File: config.mk
export PLATFORM = sky130hd
export DESIGN_NAME = mant_div
export DESIGN_NICKNAME = d
export VERILOG_FILES = /design/src/rtl/divsqrt_pkg.sv /design/src/rtl/mant_div_norm.sv /design/src/rtl/mant_div.sv
export SDC_FILE = /design/constraint.sdc
export NUM_CORES = 1
export LEC_CHECK = 0
export CAP_MARGIN = 30
export CELL_PAD_IN_SITES_DETAIL_PLACEMENT = 1
export CELL_PAD_IN_SITES_GLOBAL_PLACEMENT = 1
export CORE_ASPECT_RATIO = 2
export CORE_MARGIN = 2
export CORE_UTILIZATION = 48
export CTS_BUF_LIST = sky130_fd_sc_hd__clkbuf_2 sky130_fd_sc_hd__clkbuf_4 sky130_fd_sc_hd__clkbuf_8
export CTS_CLUSTER_DIAMETER = 100
export CTS_CLUSTER_SIZE = 28
export DETAILED_ROUTE_END_ITERATION = 16
export PLACE_DENSITY_LB_ADDON = 0.1
export SLEW_MARGIN = 20
export SYNTH_ARGS = -nofsm -noshare
export SYNTH_HDL_FRONTEND = slang
export SYNTH_SLANG_ARGS = --single-unit
File: constraint.sdc
create_clock -name clk -period 7.1 [get_ports clk]
set_input_delay 1.42 -clock clk [delete_from_list [all_inputs] [get_ports clk]]
set_output_delay 1.42 -clock clk [all_outputs]
set_load 0.01 [all_outputs]
File: src/rtl/divsqrt_pkg.sv
// Shared definitions for the FP divide/sqrt significand datapath.
// Holds the fraction width, the divider quotient width, the iteration counter width,
// the divider FSM state type and the op encoding shared with exponent_op.
package divsqrt_pkg;

  // Fraction width; the significand is 1.f, NF+1 bits.
  localparam int unsigned NF   = 23;
  // Quotient bits: 1 integer + NF fraction + G + R + 1 spare for normalization.
  localparam int unsigned QB   = NF + 4;
  localparam int unsigned CntW = $clog2(QB + 1);

  typedef enum logic [1:0] {
    StIdle = 2'b00,
    StBusy = 2'b01,
    StDone = 2'b10
  } div_state_e;

  // Op encoding, matches exponent_op.
  localparam logic [1:0] OpDiv  = 2'b00;
  localparam logic [1:0] OpSqrt = 2'b01;

endpackage

File: src/rtl/mant_div_norm.sv
// Quotient normalization for the significand divider (purely combinational).
// Ports:
//   q_i         raw quotient, q_i[QB-1] is the integer bit
//   rem_i       final partial remainder
//   q_m_o       normalized fraction {frac[NF-1:0], G, R}
//   sticky_o    OR of discarded quotient bits and nonzero remainder
//   decrement_o quotient < 1, result was shifted left by one
module mant_div_norm
  import divsqrt_pkg::*;
(
  input  logic [QB-1:0]   q_i,
  input  logic [NF+1:0]   rem_i,
  output logic [NF+1:0]   q_m_o,
  output logic            sticky_o,
  output logic            decrement_o
);

  always_comb begin
    q_m_o       = '0;
    sticky_o    = 1'b0;
    decrement_o = 1'b0;
    if (q_i[QB-1]) begin
      // X/D in [1,2): drop the integer bit, LSB becomes part of sticky.
      q_m_o    = q_i[QB-2:1];
      sticky_o = q_i[0] | (|rem_i);
    end else begin
      // X/D in (0.5,1): the spare bit absorbs the 1-bit left shift.
      q_m_o       = q_i[QB-3:0];
      sticky_o    = |rem_i;
      decrement_o = 1'b1;
    end
  end

endmodule

File: src/rtl/mant_div.sv
// Iterative radix-2 restoring divider for normal FP significands (1.x_m / 1.d_m).
// Produces the normalized quotient fraction with G/R, a sticky bit and the exponent
// decrement flag. Optional build macro MANT_DIV_EARLY_TERM_EN finishes as soon as the
// partial remainder reaches zero (variable latency, identical results).
// Ports:
//   clk, reset  clock, asynchronous active-high reset
//   start       request, accepted only while ready=1
//   x_m, d_m    dividend / divisor fractions (sampled at acceptance)
//   ready       idle, start accepted this cycle
//   done        one-cycle pulse, results valid
//   q_m         {frac[NF-1:0], G, R}, held until the next result or reset
//   sticky      sticky bit for the downstream rounder
//   decrement   quotient < 1, feeds exponent_op.decrement
module mant_div
  import divsqrt_pkg::*;
(
  input  logic          clk,
  input  logic          reset,
  input  logic          start,
  input  logic [NF-1:0] x_m,
  input  logic [NF-1:0] d_m,
  output logic          ready,
  output logic          done,
  output logic [NF+1:0] q_m,
  output logic          sticky,
  output logic          decrement
);

  div_state_e        state_q, state_d;
  logic [CntW-1:0]   cnt_q, cnt_d;
  logic [NF+1:0]     rem_q, rem_d;
  logic [NF:0]       div_q, div_d;
  logic [QB-1:0]     q_q, q_d;
  logic [NF+2:0]     diff;
  logic              out_en;

  logic [NF+1:0]     q_m_q, norm_q_m;
  logic              sticky_q, norm_sticky;
  logic              decrement_q, norm_decrement;

  always_comb begin
    state_d = state_q;
    cnt_d   = cnt_q;
    rem_d   = rem_q;
    div_d   = div_q;
    q_d     = q_q;
    out_en  = 1'b0;
    // One extra bit so the sign of rem - div is visible.
    diff    = {1'b0, rem_q} - {2'b00, div_q};

    unique case (state_q)
      StIdle: begin
        if (start) begin
          rem_d   = {2'b01, x_m};
          div_d   = {1'b1, d_m};
          q_d     = '0;
          cnt_d   = '0;
          state_d = StBusy;
        end
      end
      StBusy: begin
        // rem < 2*div always holds, so the shifted value never loses a set bit.
        if (!diff[NF+2]) begin
          rem_d = diff[NF+1:0] << 1;
          q_d   = {q_q[QB-2:0], 1'b1};
        end else begin
          rem_d = rem_q << 1;
          q_d   = {q_q[QB-2:0], 1'b0};
        end
        cnt_d = cnt_q + 1'b1;
        if (cnt_q == CntW'(QB - 1)) begin
          state_d = StDone;
          out_en  = 1'b1;
        end
`ifdef MANT_DIV_EARLY_TERM_EN
        else if (rem_d == '0) begin
          // All remaining quotient bits are zero: append them in one step.
          q_d     = q_d << (CntW'(QB) - cnt_d);
          cnt_d   = CntW'(QB);
          state_d = StDone;
          out_en  = 1'b1;
        end
`endif
      end
      StDone: begin
        state_d = StIdle;
      end
      default: begin
        state_d = StIdle;
      end
    endcase
  end

  // Normalize the final quotient/remainder as they are written, so outputs are
  // registered on entry to DONE.
  mant_div_norm u_norm (
    .q_i         (q_d),
    .rem_i       (rem_d),
    .q_m_o       (norm_q_m),
    .sticky_o    (norm_sticky),
    .decrement_o (norm_decrement)
  );

  always_ff @(posedge clk or posedge reset) begin
    if (reset) begin
      state_q     <= StIdle;
      cnt_q       <= '0;
      rem_q       <= '0;
      div_q       <= '0;
      q_q         <= '0;
      q_m_q       <= '0;
      sticky_q    <= 1'b0;
      decrement_q <= 1'b0;
    end else begin
      state_q <= state_d;
      cnt_q   <= cnt_d;
      rem_q   <= rem_d;
      div_q   <= div_d;
      q_q     <= q_d;
      if (out_en) begin
        q_m_q       <= norm_q_m;
        sticky_q    <= norm_sticky;
        decrement_q <= norm_decrement;
      end
    end
  end

  assign ready     = (state_q == StIdle);
  assign done      = (state_q == StDone);
  assign q_m       = q_m_q;
  assign sticky    = sticky_q;
  assign decrement = decrement_q;

endmodule

==> results by group, run 1 <==
GRT
  – First-pass GRT wire length: 31.54 mm
  – Total GRT Usage: 29.34%
  – Largest net degree at the start of global routing: 80
  – Initial antenna violation count: 0
  – Total grt overflow: 0
  – Vias in the first global route: 6018

Clocking
  – Worst-skew pair later-pin latency: 0.38 ns
  – CTS tree: yes
  – Num CTS Buffers: 9
  – Root Buffer: clkbuf_8
  – Post-cts repair resize count: 0
  – Clock sinks: 110
  – CTS Hold Bufs: 0
  – Depth of the CTS H-tree: 3
  – CTS clk-pin slew, worst paths: 0.11 ns
  – Post-CTS setup buffer count: 0
  – Clock buffer depth: 2

Cells and area
  – Post-layout util: 57.72%
  – Final instance area: 0.007288 sq mm
  – Reg area: 0.002753 sq mm
  – Layout Area Growth over Synthesis: 17.25%
  – Fin cells: 886
  – Fill cells: 1424
  – Antenna cells: 0
  – Multi-input logic area: 0.003191 sq mm
  – Final nets: 808
  – Layout cell share with drive strength beyond 1: 5.842%

Synthesis
  – EDFF count, synth: 0
  – Post-Syn Area: 0.006216 sq mm
  – Top FF cell, synth: dfrtp_1
  – Synth cell types: 58
  – Synth Warn #: 0
  – Post-Syn Area per Cell: 9.195 sq um
  – Syn Nets: 752
  – Part of the Yosys area used for sequential elements: 44.28%
  – Synth Instances: 676
  – Seq cells post-synth: 110
  – Asr flop ratio synth: 100.0%

Floorplan
  – Die area: 0.01393 sq mm
  – Initial Util: 49.23%
  – IO Pins: 78
  – Core area: 0.01263 sq mm
  – Num rows: 58
  – Die X: 84.47 microns
  – Die Ht: 164.9 microns

Placed design
  – Placer Congestion: 0.9022
  – Detailed Place HPWL: 14.88 mm
  – Placed instance area: 0.007107 sq mm
  – Port-buffer cells: 77
  – Placed Cells: 871

Detailed routing
  – Vias per cell: 6.170
  – Post-DRT Antenna Nets: 0
  – Residual DRC count: 0
  – First-pass DRT Iterations: 4
  – Routed WL: 20.01 mm
  – Number of DRC markers in iteration 0: 260
  – Wire per inst: 22.58 microns
  – Total number of vias: 5467

Outcome
  – Status: finished clean

Pwr
  – Total power: 0.004229 W
  – Cell area power density: 580.2 mW/mm^2
  – Worst IR Drop VDD: 0.2627 mV
  – Leak Pwr: 3.312 nW

Worst setup path
  – Most used cell, CP: a21oi_1
  – CP Cell Sequence: ha_1, o211ai_1, a21oi_1, o21ai_0, a21oi_1, o31ai_2, a2111oi_0, a31oi_1, or4_1, nor3_1, a2bb2oi_1
  – Worst stage delay on the critical path: 0.80 ns
  – CP Class: reg -> reg
  – Worst Path Arrival: 4.47 ns
  – R2r worst-path depth: 11
  – Worst Path Max Fanout: 5
  – R2r setup slk: 2.90 ns
  – Critical Path RT: 7.36 ns
  – Critical Path Start Type: flip-flop
  – Critical path's slowest cell: a2111oi_0
  – Critical path capture point type: flip-flop

STA
  – Worst-Margin Slew: 0.8931 ns
  – Final setup vio count: 0
  – Clock Skew: 0.009059 ns
  – Tcrit/Tclk final: 59.20%
  – Relative slew slack: 38.92%
  – Max Slew Vio Count: 0
  – Unrepaired setup endpoints after global routing: no
  – Final hold vios: 0
  – Sum of negative setup slack: 0 ns
  – Minimum clock period: 4.203 ns
  – Highest clock rate: 237.9 MHz

Job
  – Max-cap violations: 0

Worst hold path
  – WHS Path Cells: 2
  – Type of the tightest min-delay check: reg -> reg
-- per-stage QoR --
| step | setup slack (ns) | hold WS (ns) |
|---|---|---|
| detailed placement | 2.604 | 0.4649 |
| global placement | 2.718 | 0.4550 |
| CTS | 2.998 | 0.4927 |
| floorplan | 2.778 | 0.4396 |
| global route | 2.681 | 0.5153 |
| finish | 2.897 | 0.4886 |
-- state kept, by name, summed over array words and instances, names as in the netlist --
name,count
div_q,24
state_q,2
sticky,1
q_q,27
rem_q,25
decrement,1
q_m,25
cnt_q,5
-- cells in the final DEF, fill, tap and decap left out, types with 4 or more instances in the layout --
cell             instances
clkbuf_8                 9
xor2_1                   5
nand3_1                  9
a31oi_1                  7
a21o_1                   4
nor4_1                   6
xnor2_1                 12
a211oi_1                 5
dfrtp_1                110
nor2_1                  28
o211ai_1                 8
mux2i_1                 34
a22oi_1                 11
buf_4                    7
ha_1                    26
o21bai_1                 5
nand4_1                  8
clkdlybuf4s50_1         77
nand2_1                 92
o22a_1                   4
and3_1                   4
a21oi_1                 39
o21ai_0                 82
nor3_1                  14
nor2b_1                  6
a22o_1                  27
o22ai_1                  5
inv_1                   36
-- power by group --
part / internal (W) / switching, W / leakage [nW] / total [W]
clock network: 0.000133 / 0.000239 / 0.0882 / 0.000372
registers: 0.000901 / 0.000217 / 1.35 / 0.00112
logic: 0.00107 / 0.00166 / 1.88 / 0.00274
total: 0.00211 / 0.00212 / 3.31 / 0.00423
-- final timing paths --
| path | from | end |
|---|---|---|
| max in group asynchronous | reset | div_q[1] |
| worst min register to register | q_m[8] | q_m[8] |
| worst max-delay path | rem_q[2] | sticky |
| min in group asynchronous | reset | q_m[22] |
| worst max register to register | rem_q[2] | sticky |
| worst min-delay path | q_m[8] | q_m[8] |
-- metal layers --
metal  up-vias  part of all wire, %  wire, microns  track usage, %
li1       2549                    -              -               -
met1      2738                   37           7393           31.29
met2       131                   56          11240           56.46
met3        49                  2.9            571           4.348
met4         0                  4.0            806           12.41
met5         -                    0              0               0
-- Yosys cell counts, drive strengths merged, types with 14 or more instances --
master / number / share of area, %
a21oi: 40 / 3.3
clkbuf: 29 / 1.8
dfrtp: 110 / 44
inv: 37 / 2.2
mux2i: 34 / 5.5
nor2: 28 / 1.7
ha: 26 / 5.2
nand2: 92 / 5.6
a22o: 27 / 3.8
o21ai: 84 / 6.8
nor3: 14 / 1.1
-- critical path: cells and delay by family, from the launching register on --
family | cells | cell delay [ns]
adder cells (fa/ha/maj) | 1 | 0.41
AND/OR/NAND/NOR | 2 | 0.71
flip-flops | 1 | 0.46
AO/OA/AOI/OAI | 8 | 2.48
-- final cells by class --
class | count | area share [%]
tap | 150 | 2.575
clock buffer | 9 | 1.700
timing repair buffer | 85 | 11.45
inverter | 38 | 1.991
multi-input combinational | 488 | 43.78
clock inverter | 6 | 0.7382
sequential | 110 | 37.77
-- cell families after synthesis --
logic type	synth area share [%]
xor gates and xnor gates	2.395
adders and majority gates	5.556
AOI/OAI and AO/OA	23.89
DFF	44.28
buffers and inverters	4.791
muxes	5.837
and+or+nand+nor	13.24
No activity file was read; power rests on OpenSTA's default activity.
==> run 2: changes to the inputs <==
--- a/config.mk
+++ b/config.mk
@@ -10,7 +10,7 @@
 export CELL_PAD_IN_SITES_GLOBAL_PLACEMENT = 1
 export CORE_ASPECT_RATIO = 2
 export CORE_MARGIN = 2
-export CORE_UTILIZATION = 48
+export CORE_UTILIZATION = 40
 export CTS_BUF_LIST = sky130_fd_sc_hd__clkbuf_2 sky130_fd_sc_hd__clkbuf_4 sky130_fd_sc_hd__clkbuf_8
 export CTS_CLUSTER_DIAMETER = 100
 export CTS_CLUSTER_SIZE = 28
==> constraint.sdc (replaced) <==
create_clock -name clk -period 3.7 [get_ports clk]
set_input_delay 0.74 -clock clk [delete_from_list [all_inputs] [get_ports clk]]
set_output_delay 0.74 -clock clk [all_outputs]
set_load 0.01 [all_outputs]
==> run 2 against run 1 <==
Sequential cell count unchanged. First-iteration DRC count decreased by 34%. Hold slack got worse by 0.00064 ns. Non-clock buffer count increased by 47. Clock skew increased by 0.0017 ns. Core utilization decreased by 6.7 points. Die area increased by 19%. Clock power increased by 93%. Via count increased by 1.7%. Cell area increased by 6.5%. Combinational power increased by 120%. Critical path type unchanged. Largest cell class unchanged.
==> results by group, run 2 (same netlist as run 1, synthesis figures left out) <==
Job
  – Max-cap violations: 0

Cells and area
  – Layout cell share with drive strength beyond 1: 12.63%
  – Antenna cells: 0
  – Reg with most FFs: q_q
  – Multi-input logic area: 0.003216 sq mm
  – Final nets: 855
  – Fill cells: 1773
  – Final instance area: 0.007764 sq mm
  – Layout Area Growth over Synthesis: 24.90%
  – Largest register FFs: 27
  – Commonest non-fill, non-tap cell in the layout: dfrtp_1
  – Reg area: 0.002753 sq mm
  – Most frequent cells in the layout: dfrtp_1, nand2_1, o21ai_0, clkdlybuf4s50_1, buf_4
  – Post-layout util: 51.03%

Worst setup path
  – CP Class: reg -> reg
  – Worst Path Arrival: 3.92 ns
  – R2R Path End: sticky
  – CP top delay family: compound AO/OA/AOI/OAI gates
  – R2r worst-path depth: 15
  – R2r setup slk: 0.07 ns
  – CP Cell Sequence: inv_1, ha_2, inv_2, fa_2, a211oi_2, o211ai_1, a221oi_2, o31a_4, o21bai_4, or4_4, a41oi_2, o221ai_2, or4_1, nor3_2, a2bb2oi_1
  – Worst Path Max Fanout: 4
  – Critical path's slowest cell: or4_1
  – Worst reg2reg path startpoint: rem_q[0]
  – Critical Path Start Type: flip-flop
  – Buf+Inv Stages, Crit Path: 2
  – Critical Path RT: 3.99 ns
  – Worst stage delay on the critical path: 0.50 ns
  – Critical path capture point type: flip-flop

STA
  – Final setup vio count: 0
  – Relative slew slack: 56.99%
  – Max Slew Vio Count: 0
  – Minimum clock period: 3.633 ns
  – Unrepaired setup endpoints after global routing: yes
  – Tcrit/Tclk final: 98.18%
  – Highest clock rate: 275.3 MHz
  – Final hold vios: 0
  – Worst-Margin Slew: 0.6422 ns
  – Clock Skew: 0.01077 ns
  – Sum of negative setup slack: 0 ns
  – Min Hold Slack: 0.4880 ns

Worst hold path
  – Worst hold endpoint: div_q[23]
  – WHS Path Cells: 1
  – Type of the tightest min-delay check: reg -> reg
  – Hold Crit Start: div_q[23]

Pwr
  – Worst IR Drop VDD: 0.4256 mV
  – Switching pwr: 0.004236 W
  – Total power: 0.008849 W
  – Leak Pwr: 3.550 nW
  – Int Pwr: 0.004613 W
  – Comb power frac: 68.3%
  – Net Sw Frac: 47.87%
  – Clock power frac: 8.1%
  – Cell area power density: 1140 mW/mm^2
  – Flop pwr share: 23.6%

Clocking
  – CTS tree: yes
  – Num CTS Buffers: 9
  – CTS clk-pin slew, worst paths: 0.11 ns
  – Root Buffer: clkbuf_8
  – Worst-skew pair later-pin latency: 0.40 ns
  – Clock buffer depth: 2
  – Depth of the CTS H-tree: 3
  – Clock sinks: 110

GRT
  – Vias in the first global route: 6281
  – First-pass GRT wire length: 32.66 mm
  – Initial antenna violation count: 0
  – Total GRT Usage: 25.23%
  – Total grt overflow: 0
  – Largest net degree at the start of global routing: 58

Floorplan
  – Initial Util: 40.86%
  – Num rows: 64
  – Die area: 0.01661 sq mm
  – Die X: 92.15 microns
  – IO Pins: 78
  – Die Ht: 180.3 microns
  – Core area: 0.01521 sq mm

Placed design
  – Detailed Place HPWL: 15.53 mm
  – Placed instance area: 0.007537 sq mm
  – Port-buffer cells: 77
  – Placer Congestion: 0.9362

Detailed routing
  – Residual DRC count: 0
  – Vias per cell: 5.662
  – Post-DRT Antenna Nets: 0
  – Wire per inst: 20.54 microns
  – Total number of vias: 5560
  – Routed WL: 20.17 mm
  – First-pass DRT Iterations: 4
  – Number of DRC markers in iteration 0: 171

Outcome
  – Status: finished clean
run 2: worst max path at each step:
stage          endpoint  slack (ns)  cells after the start  startpoint
2_1_floorplan  cnt_q[0]        0.06                      1       reset
3_3_place_gp     sticky       -0.09                     13   rem_q[17]
3_5_place_dp     sticky       -0.20                     11   rem_q[11]
4_1_cts          sticky       0.007                     15    rem_q[0]
5_1_grt          sticky       -0.12                     15    rem_q[0]
6_report         sticky        0.07                     15    rem_q[0]
run 2: power groups by stage:
stage,Sequential (W),Combinational (W),Clock [W]
floorplan,0.00203,0.00364,0
global placement,0.00208,0.00573,0
finish,0.00209,0.00605,0.000717
global route,0.00214,0.00660,0.000781
detailed placement,0.00210,0.00592,0
CTS,0.00209,0.00600,0.000748
run 2: worst register-to-register path, cell delays in order, from the launching register on:
cell	delay, ns
dfrtp_1	0.40
inv_1	0.07
ha_2	0.18
inv_2	0.04
fa_2	0.39
a211oi_2	0.23
o211ai_1	0.16
a221oi_2	0.33
o31a_4	0.23
o21bai_4	0.06
or4_4	0.48
a41oi_2	0.15
o221ai_2	0.12
or4_1	0.50
nor3_2	0.12
a2bb2oi_1	0.08
run 2: area by class of cell:
class	count	area share, %
Clock inverter	6	0.5641
Tap cell	198	3.191
Clock buffer	10	1.773
Inverter	38	1.869
Multi-Input combinational cell	488	41.42
Sequential cell	110	35.46
Timing Repair Buffer	132	15.73
run 2: metrics by stage:
stage                     setup WS, ns  cells
after floorplan                0.05770    676
after global placement        -0.08955    964
after detailed placement       -0.2016    964
after CTS                     0.006789    980
after global routing           -0.1202    982
final                          0.06747    982
run 2: what timing repair did:
action | 4_1_cts | 5_1_grt
buffers inserted | 0 | 2
pin swaps | 1 | 6
gates cloned | 0 | 0
endpoints found under the setup margin | 1 | 1
resized for setup | 3 | 6
endpoints found under the hold margin | 0 | 0
hold buffers | 0 | 0
run 2: routing by layer:
| layer | up-vias | routed length (microns) | GRT usage (%) |
|---|---|---|---|
| met5 | - | 0 | 0 |
| met4 | 0 | 908 | 13.25 |
| met3 | 50 | 661 | 4.015 |
| met2 | 112 | 11290 | 46.88 |
| met1 | 2760 | 7311 | 26.69 |
| li1 | 2638 | - | - |
==> run 3: changes to the inputs <==
--- a/config.mk
+++ b/config.mk
@@ -16,6 +16,7 @@
 export CTS_CLUSTER_SIZE = 28
 export DETAILED_ROUTE_END_ITERATION = 16
 export PLACE_DENSITY_LB_ADDON = 0.1
+export SKIP_CTS_REPAIR_TIMING = 1
 export SLEW_MARGIN = 20
 export SYNTH_ARGS = -nofsm -noshare
 export SYNTH_HDL_FRONTEND = slang
==> run 3 against run 2 <==
Sequential share of layout area unchanged. Final cell count unchanged. Power about the same. First-iteration DRC count decreased by 22%. Via count unchanged. Core utilization unchanged. Critical path type unchanged.
==> results by group, run 3 (same netlist as run 1, synthesis figures left out) <==
STA
  – Minimum clock period: 3.659 ns
  – Unrepaired setup endpoints after global routing: yes
  – Relative slew slack: 57.43%
  – Clock Skew: 0.01251 ns
  – Final hold vios: 0
  – Worst-Margin Slew: 0.6357 ns
  – Final setup vio count: 0
  – Tcrit/Tclk final: 98.88%
  – Sum of negative setup slack: 0 ns
  – Max Slew Vio Count: 0
  – Highest clock rate: 273.3 MHz

Cells and area
  – Post-layout util: 51.03%
  – Most frequent cells in the layout: dfrtp_1, nand2_1, o21ai_0, clkdlybuf4s50_1, buf_4
  – Fill cells: 1775
  – Layout cell share with drive strength beyond 1: 12.63%
  – Largest register FFs: 27
  – Reg area: 0.002753 sq mm
  – Commonest non-fill, non-tap cell in the layout: dfrtp_1
  – Final nets: 855
  – Layout Area Growth over Synthesis: 24.90%
  – Multi-input logic area: 0.003216 sq mm
  – Final instance area: 0.007764 sq mm
  – Reg with most FFs: q_q
  – Antenna cells: 0

GRT
  – First-pass GRT wire length: 32.69 mm
  – Initial antenna violation count: 0
  – Total grt overflow: 0
  – Vias in the first global route: 6294
  – Largest net degree at the start of global routing: 58
  – Total GRT Usage: 25.23%

Clocking
  – CTS tree: yes
  – Num CTS Buffers: 9
  – Clock buffer depth: 2
  – CTS clk-pin slew, worst paths: 0.11 ns
  – Clock sinks: 110
  – Worst-skew pair later-pin latency: 0.40 ns
  – Depth of the CTS H-tree: 3
  – Root Buffer: clkbuf_8

Pwr
  – Worst IR Drop VDD: 0.4253 mV
  – Cell area power density: 1140 mW/mm^2
  – Flop pwr share: 23.6%
  – Clock power frac: 8.1%
  – Int Pwr: 0.004612 W
  – Switching pwr: 0.004235 W
  – Net Sw Frac: 47.87%
  – Comb power frac: 68.3%
  – Total power: 0.008848 W
  – Leak Pwr: 3.550 nW

Detailed routing
  – Routed WL: 20.18 mm
  – First-pass DRT Iterations: 4
  – Total number of vias: 5560
  – Vias per cell: 5.662
  – Number of DRC markers in iteration 0: 134
  – Residual DRC count: 0
  – Post-DRT Antenna Nets: 0
  – Wire per inst: 20.55 microns

Floorplan
  – Num rows: 64
  – Die X: 92.15 microns
  – Core area: 0.01521 sq mm
  – Die area: 0.01661 sq mm
  – Initial Util: 40.86%
  – Die Ht: 180.3 microns
  – IO Pins: 78

Worst setup path
  – CP Class: reg -> reg
  – CP Depth: 15
  – Worst reg2reg path startpoint: rem_q[0]
  – Worst Path Max Fanout: 4
  – Buf+Inv Stages, Crit Path: 2
  – Critical Path RT: 3.99 ns
  – Worst stage delay on the critical path: 0.50 ns
  – Critical Path Start Type: flip-flop
  – Critical path's slowest cell: or4_1
  – Worst Path Arrival: 3.95 ns
  – Worst setup path start: rem_q[0]
  – CP Cell Sequence: inv_1, ha_2, inv_2, fa_2, a211oi_2, o211ai_1, a221oi_2, o31a_4, o21bai_4, or4_4, a41oi_2, o221ai_2, or4_1, nor3_2, a2bb2oi_1
  – R2r worst-path depth: 15
  – CP top delay family: compound AO/OA/AOI/OAI gates
  – Critical path capture point type: flip-flop

Worst hold path
  – Type of the tightest min-delay check: reg -> reg
  – WHS Path Cells: 1
  – Hold Crit Start: div_q[23]

Placed design
  – Detailed Place HPWL: 15.53 mm
  – Placed instance area: 0.007537 sq mm
  – Placer Congestion: 0.9362
  – Port-buffer cells: 77

Outcome
  – Status: finished clean

Job
  – Max-cap violations: 0
-- run 3: cell counts in the layout (fill, tap and decap cells not counted) --
Identical to the previous run, type by type.
-- run 3: final timing paths --
kind | endpoint | slack, ns
worst max-delay path | sticky | 0.04
worst min-delay path | div_q[23] | 0.49
worst max register to register | sticky | 0.04
worst min register to register | div_q[23] | 0.49
max in group asynchronous | rem_q[11] | 2.25
min in group asynchronous | cnt_q[1] | 0.63
-- run 3: layout make-up --
type / instances / area share (%)
clock buffers: 10 / 1.773
clock inverters: 6 / 0.5641
inverters: 38 / 1.869
multi-input cells: 488 / 41.42
flip-flops and latches: 110 / 35.46
well taps: 198 / 3.191
repair buffers: 132 / 15.73
-- run 3: stage by stage --
| step | worst slack (ns) | instances | hold slack, ns |
|---|---|---|---|
| 4_1_cts | -0.2323 | 980 | 0.4932 |
| 2_1_floorplan | 0.05770 | 676 | 0.4396 |
| 6_report | 0.04128 | 982 | 0.4878 |
| 3_5_place_dp | -0.2016 | 964 | 0.4657 |
| 5_1_grt | -0.1344 | 982 | 0.5277 |
| 3_3_place_gp | -0.08955 | 964 | 0.4676 |
-- run 3: power groups by stage --
stage / Sequential [W] / Combinational (W) / Clock [W]
floorplan: 0.00203 / 0.00364 / 0
global placement: 0.00208 / 0.00573 / 0
detailed placement: 0.00210 / 0.00592 / 0
CTS: 0.00209 / 0.00597 / 0.000748
global route: 0.00214 / 0.00660 / 0.000781
finish: 0.00209 / 0.00604 / 0.000719
-- run 3: routing by layer --
layer	GRT usage (%)	vias up	routed length, microns
met5	0	-	0
met4	12.96	0	886
met3	4.057	51	693
met2	47.18	107	11280
met1	26.50	2766	7318
li1	-	2636	-
